File: src/rtl/data_mem_pkg.sv
// Shared constants and types for the data_mem block and its arbiter.
package data_mem_pkg;

    localparam int DEPTH = 6;
    localparam int DW    = 256;
    localparam int AW    = 3;
    localparam int CW    = 16;

    // Requester index: 0 or 1
    typedef logic req_id_t;

    typedef enum logic {
        ACC_READ  = 1'b0,
        ACC_WRITE = 1'b1
    } acc_t;

endpackage

File: src/rtl/rr_pick2.sv
// Two-way round-robin picker: on a tie, the requester that did not win last time goes.
module rr_pick2
    import data_mem_pkg::*;
(
    input  logic [1:0] i_req,
    input  req_id_t    i_last,
    output req_id_t    o_winner,
    output logic       o_any
);

    always_comb begin
        o_any = |i_req;
        if (&i_req) begin
            o_winner = ~i_last;
        end else begin
            o_winner = i_req[1];
        end
    end

endmodule

File: src/rtl/data_mem_arbiter.sv
// Shares the single-write / dual-read data_mem between two requesters, one access per cycle,
// with pointer range checking, read-return strobes and saturating grant counters.
module data_mem_arbiter
    import data_mem_pkg::*;
#(
    parameter int DEPTH = data_mem_pkg::DEPTH,
    parameter int DW    = data_mem_pkg::DW,
    parameter int AW    = data_mem_pkg::AW,
    parameter int CW    = data_mem_pkg::CW
) (
    input  logic          i_clk,
    input  logic          i_reset,
    input  logic [1:0]    i_req,
    input  logic [1:0]    i_we,
    input  logic [AW-1:0] i_wptr0,
    input  logic [AW-1:0] i_wptr1,
    input  logic [DW-1:0] i_wdata0,
    input  logic [DW-1:0] i_wdata1,
    input  logic [AW-1:0] i_rptr1_0,
    input  logic [AW-1:0] i_rptr1_1,
    input  logic [AW-1:0] i_rptr2_0,
    input  logic [AW-1:0] i_rptr2_1,
    output logic [1:0]    o_gnt,
    output logic [1:0]    o_err,
    output logic [1:0]    o_rvalid,
    output logic [DW-1:0] o_rdata1,
    output logic [DW-1:0] o_rdata2,
    output logic [CW-1:0] o_gcnt0,
    output logic [CW-1:0] o_gcnt1,
    output logic [AW-1:0] o_mem_pointer1,
    output logic [AW-1:0] o_mem_pointer2,
    output logic [AW-1:0] o_mem_write_data_pointer,
    output logic [DW-1:0] o_mem_data_to_write,
    output logic          o_mem_write_data,
    output logic          o_mem_read_data,
    input  logic [DW-1:0] i_mem_data1,
    input  logic [DW-1:0] i_mem_data2
);

    req_id_t       r_last;
    logic          r_rd_pend;
    req_id_t       r_rd_owner;
    logic [CW-1:0] r_gcnt0;
    logic [CW-1:0] r_gcnt1;

    req_id_t       w_win;
    logic          w_any;
    acc_t          w_acc;
    logic [AW-1:0] w_wptr;
    logic [DW-1:0] w_wdata;
    logic [AW-1:0] w_rptr1;
    logic [AW-1:0] w_rptr2;
    logic          w_ok;
    logic          w_go;
    logic          w_grant;
    logic          w_reject;
    logic          w_rd_grant;

    rr_pick2 u_pick (
        .i_req    (i_req),
        .i_last   (r_last),
        .o_winner (w_win),
        .o_any    (w_any)
    );

    always_comb begin
        w_acc   = i_we[w_win] ? ACC_WRITE : ACC_READ;
        w_wptr  = w_win ? i_wptr1   : i_wptr0;
        w_wdata = w_win ? i_wdata1  : i_wdata0;
        w_rptr1 = w_win ? i_rptr1_1 : i_rptr1_0;
        w_rptr2 = w_win ? i_rptr2_1 : i_rptr2_0;
        if (w_acc == ACC_WRITE) begin
            w_ok = int'(w_wptr) < DEPTH;
        end else begin
            w_ok = (int'(w_rptr1) < DEPTH) && (int'(w_rptr2) < DEPTH);
        end
        // Requests are ignored entirely while reset is held
        w_go       = w_any && !i_reset;
        w_grant    = w_go && w_ok;
        w_reject   = w_go && !w_ok;
        w_rd_grant = w_grant && (w_acc == ACC_READ);
    end

    always_comb begin
        o_gnt                    = 2'b00;
        o_err                    = 2'b00;
        o_mem_write_data         = 1'b0;
        o_mem_read_data          = 1'b0;
        o_mem_write_data_pointer = '0;
        o_mem_data_to_write      = '0;
        o_mem_pointer1           = '0;
        o_mem_pointer2           = '0;
        if (w_grant) begin
            o_gnt[w_win] = 1'b1;
            if (w_acc == ACC_WRITE) begin
                o_mem_write_data         = 1'b1;
                o_mem_write_data_pointer = w_wptr;
                o_mem_data_to_write      = w_wdata;
            end else begin
                o_mem_read_data = 1'b1;
                o_mem_pointer1  = w_rptr1;
                o_mem_pointer2  = w_rptr2;
            end
        end
        if (w_reject) begin
            o_err[w_win] = 1'b1;
        end
    end

    always_ff @(posedge i_clk) begin
        if (i_reset) begin
            r_last     <= 1'b0;
            r_rd_pend  <= 1'b0;
            r_rd_owner <= 1'b0;
            r_gcnt0    <= '0;
            r_gcnt1    <= '0;
        end else begin
            if (w_any) begin
                r_last <= w_win;
            end
            r_rd_pend <= w_rd_grant;
            if (w_rd_grant) begin
                r_rd_owner <= w_win;
            end
            if (o_gnt[0] && (r_gcnt0 != '1)) begin
                r_gcnt0 <= r_gcnt0 + 1'b1;
            end
            if (o_gnt[1] && (r_gcnt1 != '1)) begin
                r_gcnt1 <= r_gcnt1 + 1'b1;
            end
        end
    end

    // Every output is forced low while reset is held, including the read return
    always_comb begin
        o_rvalid = 2'b00;
        if (r_rd_pend && !i_reset) begin
            o_rvalid[r_rd_owner] = 1'b1;
        end
        o_rdata1 = i_reset ? '0 : i_mem_data1;
        o_rdata2 = i_reset ? '0 : i_mem_data2;
        o_gcnt0  = i_reset ? '0 : r_gcnt0;
        o_gcnt1  = i_reset ? '0 : r_gcnt1;
    end

endmodule

File: config.mk
export PLATFORM = sky130hd
export DESIGN_NAME = data_mem_arbiter
export DESIGN_NICKNAME = d
export VERILOG_FILES = /design/src/rtl/data_mem_pkg.sv /design/src/rtl/rr_pick2.sv /design/src/rtl/data_mem_arbiter.sv
export SDC_FILE = /design/constraint.sdc
export NUM_CORES = 1
export LEC_CHECK = 0
export CORE_AREA = 2 2 722 724
export DETAILED_ROUTE_END_ITERATION = 7
export DIE_AREA = 0 0 724 726
export SLEW_MARGIN = 20
export SYNTH_ARGS = -nofsm -noshare
export SYNTH_HDL_FRONTEND = slang
export SYNTH_SLANG_ARGS = --single-unit
File: constraint.sdc
create_clock -name i_clk -period 6.2 [get_ports i_clk]
set_input_delay 1.55 -clock i_clk [delete_from_list [all_inputs] [get_ports i_clk]]
set_output_delay 1.55 -clock i_clk [all_outputs]
set_load 0.01 [all_outputs]
# Word-level counts from Yosys, hierarchy flattened
# Index checks and enable logic that the tools add are counted.
# Widths: inputs -> output; s select.
[word_totals]
register_bits = 35
in_bits = 1048
output_inout_bits = 817
[op_classes]
addsub = 2
magnitude_cmp = 7
eq_ne = 2
muxes = 32
bitwise = 2
n_reduce_logical = 14
[ops]
columns = ["op", "n"]
rows = [
  ["$mux 256", 5],
  ["$add 16x1->16 const B", 2],
  ["$mux 16", 2],
  ["$ne 16x16->1 const B", 2],
  ["$mux 3", 9],
  ["$mux 1", 11],
  ["$logic_and 1x1->1", 10],
  ["$lt 3x3->1 const B", 3],
  ["$mux 2", 3],
  ["$lt 1x2->1 const B", 2],
  ["$demux 1 s1", 2],
  ["$ge 1x1->1 const B", 2],
  ["$logic_not 1->1", 2],
  ["$not 1->1", 2],
  ["$reduce_and 2->1", 1],
  ["$reduce_or 2->1", 1],
]

# Depth between registers and ports, before layout
[logic_depth]
depth_word = 9
mapped_depth = 7

# Modules after synthesis
# Synthesis repeated with hierarchy kept, for this count alone.
[hier_totals]
hier_cells = 1416
area_unflattened_um2 = 9426.5
[modules_own_cells]
columns = ["module", "n_inst", "cells_per_inst", "area_per_inst_um2", "seq_area_each_um2"]
rows = [
  ["data_mem_arbiter", 1, 1414, 9412.8, 700.7],
  ["rr_pick2", 1, 2, 13.8, 0.0],
]

# Least setup slack after synthesis
# No wires, ideal clock.
[synth_timing]
kind = "input -> output"
start = "input port i_req[1]"
end = "output port o_mem_write_data"
arrival_time_ps = 2882
required_ps = 4650
path_slack_ps = 1768
stages = 7
n_path_buf = 3
path_cell_list = "a21bo_2 buf_2 nor2_1 o21ai_1 clkbuf_1 buf_2 inv_1"
[synth_between]
elab_chain_cells = 8
word_cells_on_any_way = 18
[synth_lines]
columns = ["item", "line", "text"]
rows = [
  ["start: declaration", "data_mem_arbiter.sv:13", "input logic [1:0] i_req,"],
  ["$reduce_and 2->1", "rr_pick2.sv:13", "if (&i_req) begin"],
  ["$mux 1", "rr_pick2.sv:13", ""],
  ["$mux 3 (tied with other cells)", "data_mem_arbiter.sv:70", "w_rptr1 = w_win ? i_rptr1_1 : i_rptr1_0;"],
  ["$lt 3x3->1 or $mux 1 (tied branches)", "data_mem_arbiter.sv:75, data_mem_arbiter.sv:67", ""],
  ["$logic_and 1x1->1 or $mux 1 (tied branches)", "data_mem_arbiter.sv:75, data_mem_arbiter.sv:67", ""],
  ["$mux 1", "data_mem_arbiter.sv:72", "if (w_acc == ACC_WRITE) begin"],
  ["$logic_and 1x1->1", "data_mem_arbiter.sv:79", "w_grant = w_go && w_ok;"],
  ["$mux 1 (*)", "data_mem_arbiter.sv:93", "if (w_grant) begin"],
  ["end: declaration", "data_mem_arbiter.sv:34", "output logic o_mem_write_data,"],
]
# Mark *: on every way between the ends. The rest lies on a longest branch, timed or not. The select of a mux whose other input is x is not followed.

# Final worst setup path
[layout_timing]
start = "input port i_wptr1[1]"
end = "output port o_mem_data_to_write[255]"
[layout_between]
elab_chain_cells = 5
[layout_lines]
columns = ["item", "line", "text"]
rows = [
  ["start: declaration", "data_mem_arbiter.sv:16", "input logic [AW-1:0] i_wptr1,"],
  ["$mux 3", "data_mem_arbiter.sv:68", "w_wptr = w_win ? i_wptr1 : i_wptr0;"],
  ["$lt 3x3->1", "data_mem_arbiter.sv:73", "w_ok = int'(w_wptr) < DEPTH;"],
  ["$mux 1", "data_mem_arbiter.sv:72", ""],
  ["$logic_and 1x1->1", "data_mem_arbiter.sv:79", ""],
  ["$mux 256", "data_mem_arbiter.sv:93", ""],
  ["end: declaration", "data_mem_arbiter.sv:33", "output logic [DW-1:0] o_mem_data_to_write,"],
]
# Every way passes these cells.

==> impl_metrics.ini <==
[clock_tree]
clk_pin_slew_ns = 0.08
cts_root_buf = clkbuf_16
cts_num_sinks = 35
hold_buffers = 0
cts_max_level = 2
cts_tree = built
clk-insertion-delay-late_ns = 0.36
postCtsSetupBuffers = 0
cts_buffers = 5
cts_resized = 2
clockBufferDepth = 2

[logic_synthesis]
synth.most_common_cell = nand2_1
synth_seq_cells = 35
synthXorXnorAreaFrac = 0.00871
synth_cell_types = 45
synth.net_count = 2740
synthTopCellsByCount = nand2_1 (545), nor2b_1 (539), a21oi_1 (266)
synth.area.top_cells = nor2b_1 (37%), nand2_1 (23%), a21oi_1 (15%)
synth.top_cell.area_share = 0.373
ys.warnings.count = 0
synth_top_family_by_area = simple AND/OR/NAND/NOR gates
post_synth_and_or_nand_nor_area_fraction = 0.644
netlist_area_sq_mm = 0.00905
ys_async_sr_fraction = 0
synth_top_cell_by_area = nor2b_1
synth-edff-count = 0
muxShareOfSynthArea = 0.0156
synth-seq-area-share = 0.0774
post_synth_fa_ha_maj_area_fraction = 0.00277
synth_compound_area_frac = 0.180
synth_cells = 1690
avgSynthCellArea_sq_um = 5.35
synth_flop_cell = dfxtp_1

[routing]
viasPerCell = 2.13
drc = 0
wl_per_cell_um = 46.8
routed_wl_um = 495000
postRouteAntennaNets = 0
vias = 22600
drtIter0Drc = 1168
drt_pass1_iterations = 5

[worst_setup_path]
rrSetupSlack_ns = 3.30
cp.arrival_ns = 4.59
worstPathRequired_ns = 4.65
critPathCaptureType = output pin
worst_r2r_endpoint = r_gcnt0[11]
r2r-start = r_last
reg2reg_depth = 7
cp_max_fo = 52
critPathKind = in -> out
critPathLaunchType = input port

[grt]
grt_pass1_wl_um = 543000
grt_pass1_vias = 21700
grt.overflow.total = 0
grt_usage = 0.182
antenna_found_initial = 561
grt_max_degree = 86

[sta]
maxSlewViolCount = 0
fin_hold_ws_ns = 0.502
skew_ns = 0.0330
layout_setup_ws_ns = 0.0569
rsz0062_at_grt = no
finalCritPeriodShare = 0.991
tightest_slew_ns = 1.10
tns_ns = 0
min_period_ns = 6.14
max_slew_margin = 0.264
setup_viol = 0
clock.fmax_mhz = 163
hold_viol_final = 0

[pwr]
powerDensity_mw_per_mm2 = 93.2
p_leak_nw = 12.2
vdd_ir_drop_max_mv = 0.114

[job]
cap_viol_max_count = 0

[floorplanning]
boundaryPins = 1865
die_x_um = 724
core_area_sq_mm = 0.519
die_y_um = 726
initial_core_util = 0.0174
die_area_sq_mm = 0.526
fp-row-count = 265

[min_path]
hp-start = r_gcnt0[3]
hold_depth = 1
hold_class = reg -> reg
min_to = r_gcnt0[3]

[placed_design]
gp_congestion = 0.959
post_dp_cell_area_sq_mm = 0.0385
dpl.cell_count = 10500
dp_hpwl_um = 476000
io_buffers = 1864
pre_cts_slack_ns = -0.143

[finish]
num-fill-cells = 61100
multi_input_area_sq_mm = 0.00785
stdcell_area_sq_mm = 0.0389
syn2layout_area_growth_pct = 330
seqCellArea_sq_um = 701
drive_above_1_share = 0.132
final_nets = 4598
layout.cells.non_filler = 10600

[run_status]
status = finished, final reports clean
## layer usage
layer | global-route usage | up-vias | share of wire
met5 | 0 | - | 0.0014
met4 | 0.0284 | 100 | 0.026
met3 | 0.0889 | 799 | 0.11
met2 | 0.332 | 2096 | 0.50
met1 | 0.189 | 10400 | 0.36
li1 | - | 9177 | -
## area by class of cell
| cell class | count | area share |
|---|---|---|
| Tap cell | 6942 | 0.223 |
| Antenna cell | 100 | 0.00643 |
| Inverter | 12 | 0.00116 |
| Sequential cell | 35 | 0.0180 |
| Multi-Input combinational cell | 1491 | 0.202 |
| Clock inverter | 3 | 0.00119 |
| Clock buffer | 5 | 0.00322 |
| Timing Repair Buffer | 2003 | 0.545 |
## cell families (layout without fill, tap and decap cells)
logic type | after synthesis | count (layout)
and+or+nand+nor | 1164 | 1164
DFF | 35 | 35
other | 0 | 100
buffers and inverters | 164 | 2023
muxes | 13 | 13
xor gates and xnor gates | 9 | 9
AOI/OAI and AO/OA | 303 | 303
adders and majority gates | 2 | 2
## state kept, by name (all words and copies together), names as in the netlist
register    count
r_gcnt0        16
r_gcnt1        16
r_last          1
r_rd_owner      1
r_rd_pend       1
## cell usage in the layout, fill, tap and decap left out, types with 3 or more instances in the layout
| master | instances |
|---|---|
| mux2_2 | 9 |
| dfxtp_1 | 35 |
| xor2_1 | 3 |
| nand4_1 | 8 |
| xnor2_1 | 6 |
| nor2b_1 | 539 |
| nand3_1 | 11 |
| inv_1 | 12 |
| nor3_1 | 9 |
| o31ai_1 | 6 |
| nand2_1 | 545 |
| nor2_1 | 33 |
| clkdlybuf4s50_1 | 1575 |
| buf_4 | 248 |
| diode_2 | 100 |
| a21oi_4 | 10 |
| clkbuf_16 | 5 |
| o21ai_0 | 11 |
| buf_12 | 177 |
| mux2i_1 | 4 |
| and3_1 | 4 |
| nor4_1 | 3 |
| a21oi_1 | 255 |
## power breakdown
group	leakage [nW]	switching [mW]	total, mW	internal, mW
Sequential	0.283	0.00459	0.232	0.227
Combinational	11.8	1.76	3.01	1.25
Clock	0.0811	0.191	0.385	0.194
Total	12.2	1.95	3.63	1.68
## metrics by stage
step                        util  power, mW
after global placement    0.0740       3.36
after detailed placement  0.0742       3.35
after CTS                 0.0745       3.75
after global routing      0.0747       3.77
after floorplan                -      0.762
final                     0.0750       3.63
## worst max path at each step
stage,startpoint,endpoint,slack [ns],cells after the start
finish,i_wptr1[1],o_mem_data_to_write[255],0.06,7
global route,i_we[0],o_mem_data_to_write[35],0.02,9
CTS,i_wptr1[1],o_mem_data_to_write[19],0.12,9
detailed placement,i_we[0],o_mem_data_to_write[35],-0.14,9
global placement,i_we[0],o_mem_data_to_write[144],-1.38,7
floorplan,i_req[1],o_mem_write_data,1.77,7
## worst max-delay path, stage by stage
cell and delay [ns]:
clkdlybuf4s50_1 0.73, a21bo_2 0.45, nor2_1 0.21, o21ai_4 0.11
buf_12 0.22, a21oi_1 0.56, clkdlybuf4s50_1 0.66
Note: power is estimated with default switching activity, not from simulation.
